**src/rtl/ucode_branch_ctrl.sv**
```systemverilog
// Microprogram branch controller: registers one microword and decodes its
// next-address op, condition select and loop counter into sequencer commands.
module ucode_branch_ctrl (
  input  logic        clock,
  input  logic        reset,
  input  logic [55:0] rom_data,
  input  logic [13:0] cond_in,
  output logic [1:0]  seq_op,
  output logic [11:0] seq_din,
  output logic [33:0] ctl_out,
  output logic [11:0] ctr_value,
  output logic        ctr_zero,
  output logic        illegal
);

  localparam logic [1:0] OP_CONT = 2'b00;
  localparam logic [1:0] OP_JUMP = 2'b01;
  localparam logic [1:0] OP_CALL = 2'b10;
  localparam logic [1:0] OP_RET  = 2'b11;

  localparam logic [3:0] NOP_CONT  = 4'd0;
  localparam logic [3:0] NOP_JMP   = 4'd1;
  localparam logic [3:0] NOP_JMPC  = 4'd2;
  localparam logic [3:0] NOP_CALL  = 4'd3;
  localparam logic [3:0] NOP_CALLC = 4'd4;
  localparam logic [3:0] NOP_RET   = 4'd5;
  localparam logic [3:0] NOP_RETC  = 4'd6;
  localparam logic [3:0] NOP_LDCT  = 4'd7;
  localparam logic [3:0] NOP_LOOP  = 4'd8;
  localparam logic [3:0] NOP_WAIT  = 4'd9;

  logic [55:0] r_pipe;
  logic [11:0] r_ctr;
  logic        r_illegal;

  logic [11:0] w_addr;
  logic [3:0]  w_nop;
  logic [3:0]  w_csel;
  logic        w_cpol;
  logic [15:0] w_cond_vec;
  logic        w_cond;
  logic        w_ctr_zero;
  logic        w_unused_rsvd;

  assign w_addr        = r_pipe[11:0];
  assign w_nop         = r_pipe[15:12];
  assign w_csel        = r_pipe[19:16];
  assign w_cpol        = r_pipe[20];
  assign w_unused_rsvd = r_pipe[21];
  assign w_ctr_zero    = (r_ctr == 12'd0);

  // Index 0 is the always-true select, 15 is the loop counter's zero flag.
  assign w_cond_vec = {w_ctr_zero, cond_in, 1'b1};
  assign w_cond     = w_cond_vec[w_csel] ^ w_cpol;

  assign ctl_out   = r_pipe[55:22];
  assign seq_din   = w_addr;
  assign ctr_value = r_ctr;
  assign ctr_zero  = w_ctr_zero;
  assign illegal   = r_illegal;

  always_comb begin
    seq_op = OP_CONT;
    case (w_nop)
      NOP_JMP:   seq_op = OP_JUMP;
      NOP_JMPC:  seq_op = w_cond ? OP_JUMP : OP_CONT;
      NOP_CALL:  seq_op = OP_CALL;
      NOP_CALLC: seq_op = w_cond ? OP_CALL : OP_CONT;
      NOP_RET:   seq_op = OP_RET;
      NOP_RETC:  seq_op = w_cond ? OP_RET : OP_CONT;
      NOP_LOOP:  seq_op = w_ctr_zero ? OP_CONT : OP_JUMP;
      NOP_WAIT:  seq_op = w_cond ? OP_CONT : OP_JUMP;
      default:   seq_op = OP_CONT;
    endcase
  end

  // LOOP decides from the pre-edge count; the decrement saturates at zero.
  always_ff @(posedge clock) begin
    if (reset) begin
      r_pipe    <= '0;
      r_ctr     <= '0;
      r_illegal <= 1'b0;
    end else begin
      r_pipe <= rom_data;
      if (w_nop == NOP_LDCT) begin
        r_ctr <= w_addr;
      end else if (w_nop == NOP_LOOP && !w_ctr_zero) begin
        r_ctr <= r_ctr - 12'd1;
      end
      if (w_nop >= 4'd10) begin
        r_illegal <= 1'b1;
      end
    end
  end

endmodule

```
**config.mk**
```make
export PLATFORM = sky130hd
export DESIGN_NAME = ucode_branch_ctrl
export DESIGN_NICKNAME = d
export VERILOG_FILES = /design/src/rtl/ucode_branch_ctrl.sv
export SDC_FILE = /design/constraint.sdc
export NUM_CORES = 1
export LEC_CHECK = 0
export BUFFER_PORTS_ARGS = -buffer_cell sky130_fd_sc_hd__buf_2
export CORE_UTILIZATION = 30
export DETAILED_ROUTE_END_ITERATION = 12
export HOLD_SLACK_MARGIN = 0.15
export MAX_ROUTING_LAYER = met4
export PLACE_DENSITY = 0.6
export SYNTH_ARGS = -nofsm -noshare
export SYNTH_HDL_FRONTEND = slang
export SYNTH_SLANG_ARGS = --single-unit
```
**constraint.sdc**
```tcl
create_clock -name clock -period 4.72 [get_ports clock]
set_input_delay 0.708 -clock clock [delete_from_list [all_inputs] [get_ports clock]]
set_output_delay 0.708 -clock clock [all_outputs]
set_load 0.005 [all_outputs]
```
==> summary.md <==
| Metric | Value |
|---|---|
| Post-Synth Adder-Cell Area | less than 1% |
| First-pass GRT wire length | 8.83 mm |
| Multiplexer area fraction after synthesis | 3.36% |
| Pwr dens | around 410 nW/um2 |
| Hold Buf Count CTS | 0 |
| Antenna violations before repair | 0 |
| Critical path class | reg -> out |
| Clock Skews | 0.00610 ns |
| Final Power | 1.40 mW |
| Avg Cell Area, Syn | 9.92 um2 |
| Placed cell count | 470 |
| Slew Limit Fails | 0 |
| Worst-path fanout max | 14 |
| Routed WL | ~5.8 mm |
| Synth Area in XOR/XNOR | 3.41% |
| Dpl ws | 1.58 ns |
| Initial DRC count | 40 |
| Max-cap violations | 0 |
| TritonCTS Sinks | 68 |
| Top_reg_cell synth | dfxtp_1 |
| Resized cells post-CTS | 0 |
| Clock Pin Slew Worst Setup and Hold Paths | 0.07 ns |
| Antenna Cells | 0 |
| Simple-gate share of the synthesized area | 22.0% |
| Io pins | around 130 |
| Syn-to-layout area delta | 22.2% |
| RSZ-0062 raised after global routing | false |
| Area post-placement | 3230 um2 |
| Yosys warns | 0 |
| Synth Area in Compound Gates | 7.21% |
| Worst hold start | illegal |
| Post-synthesis sequential element count | 68 |
| Dpl hpwl | 4.32 mm |
| Nets@finish | 444 |
| Clock tree buffer depth | 2 |
| Setup TNS | 0 ns |
| PnR worst setup slack | 1.22 ns |
| Worst path max stage delay | 0.74 ns |
| TritonRoute pass-1 iters | 3 |
| Final Util | 37.6% |
| Die Width | between 90 and 100 um |
| DRC violations left | 0 |
| Remaining global-route overflow | 0 |
| Number of port buffers | 132 |
| Die area | 9820 um2 |
| Part of the cycle the worst path needs | between 70% and 80% |
| Path depth of the worst reg2reg path | 5 |
| Vias/cell | 4.27 |
| Leak Pwr | 1.64 nW |
| Count of final setup violators | 0 |
| Arrival time at the worst endpoint | 2.80 ns |
| Htree depth | 3 |
| Largest family of logic cells by synthesized area | simple AND/OR/NAND/NOR gates |
| Slowest CP cell | o41ai_4 |
| Std cell rows | 35 |
| Worst-Skew Late Latency | roughly 0.33 ns |
| Crit end category | output port |
| Routed Antenna Nets | 0 |
| Largest net degree at the start of global routing | 69 |
| Wirelength per Cell | 12.0 um |
| Syn Nets | 359 |
| CTS Buf Count | 9 |
| Clock root cell | clkbuf_8 |
| Hold WC Path Type | reg -> reg |
| Post-route insts no fill | just under 500 |
| Cell Area, Synth | 2830 um2 |
| Run status | finished, final reports clean |
| Core area | ~9200 um2 |
| Vias after detailed routing | between 2000 and 2500 |
| Critical path, cell by cell | or4_1 -> o41ai_4 -> o21ai_2 -> a311oi_1 -> mux2i_1 -> buf_2 |
| Worst Hold Path Cells | 2 |
| Vias in the first global route | 1986 |
| Commonest non-fill, non-tap cell in the layout | buf_2 |
| FFs w/ async S/R, synth | 0% |
| Total track usage | about an eighth |
| Commonest cells after routing, fill and taps aside | buf_2 (132), dfxtp_1 (68), nor2b_1 (57) |
| FF-to-FF setup slack | 2.27 ns |
| Post-synthesis sequential area ratio | 48.1% |
| Fin Hold WS | 0.452 ns |
| Fmax | 0.285 GHz |
| Critical Path RT | 4.01 ns |
| Fin crit period | 3.50 ns |
| Hold Vio Cnt, Final | 0 |
| Final Cell Area | roughly 3500 um2 |
| EDFF count, synth | 0 |
| Vert. Die Dim | 99.1 um |
| Max-slew headroom | 39.5% |
| Max VDD drop | a little under 200 uV |
| Final Wtd Congestion | a little under 0.8 |
| Initial Utilization | 30.7% |
| Post-Syn Instances | 285 |
| FF-to-FF End | ctr_value[10] |
| Layout cell share with drive strength beyond 1 | 41.9% |
| Startpoint Class | flip-flop |
| CTS tree | done |
| Worst hold endpoint | illegal |
| Reg2Reg Launch Point | ctr_value[2] |
| Worst slew pin tran | a little over 0.9 ns |
| Post-CTS Setup Inserts | 0 |
| Synth cell types | 37 |
power breakdown:
| group | total [mW] | internal, mW | switching, mW |
|---|---|---|---|
| Combinational | 0.229 | 0.119 | 0.110 |
| Clock | 0.533 | 0.311 | 0.222 |
| Sequential | 0.639 | 0.612 | 0.0270 |
layout make-up:
| type | count | area (um2) |
|---|---|---|
| clock buffers | 10 | 138 |
| clock inverters | 6 | 87.6 |
| fillers | 967 | 5740 |
| inverters | 5 | 18.8 |
| multi-input cells | 153 | 1040 |
| flip-flops and latches | 68 | 1360 |
| well taps | 111 | 139 |
| repair buffers | 133 | 668 |
layer usage:
metal	global-route usage, %	share of wire, %
met1	14.0	46
met2	18.2	45
met3	4.61	6.9
met4	5.88	1.6
met5	-	0
flip-flops by register name, summed over array words and instances, names as in the netlist:
name,cells
illegal,1
r_pipe,55
ctr_value,12
Yosys cell counts (all sizes together), types with 3 or more instances:
cell    count  area share, %
nor4        5            1.1
nor3        3           0.53
o21ai       6            1.2
nor2       21            2.8
a211oi     10            3.0
dfxtp      68             48
clkbuf     10            1.3
xnor2      11            3.4
mux2i       5            1.8
nand3       4           0.71
inv         5           0.66
nand2       6           0.80
or3         4           0.88
nor2b      57             13
buf        49             13
worst max-delay path by stage:
stage                end         start  slack, ns
2_1_floorplan  seq_op[1]   cond_in[10]       1.89
3_3_place_gp   seq_op[1]   cond_in[10]       1.60
3_5_place_dp   seq_op[0]  ctr_value[2]       1.58
4_1_cts        seq_op[0]  ctr_value[2]       1.18
5_1_grt        seq_op[0]  ctr_value[2]       1.07
6_report       seq_op[0]  ctr_value[2]       1.22
critical path: cells and delay by family (launching register included):
family / cells / cell delay, ns
AO/OA/AOI/OAI: 3 / 1.14
flip-flops: 1 / 0.36
multiplexers: 1 / 0.11
buffers and inverters: 1 / 0.14
AND/OR/NAND/NOR: 1 / 0.72
logic make-up (layout without fill, tap and decap cells):
family,count (synthesis),in the layout
AND/OR/NAND/NOR,109,109
AO/OA/AOI/OAI,24,24
XOR/XNOR,11,11
flip-flops,68,68
adder cells (fa/ha/maj),2,2
multiplexers,7,7
buffers and inverters,64,154
Note: power is estimated with default switching activity, not from simulation.
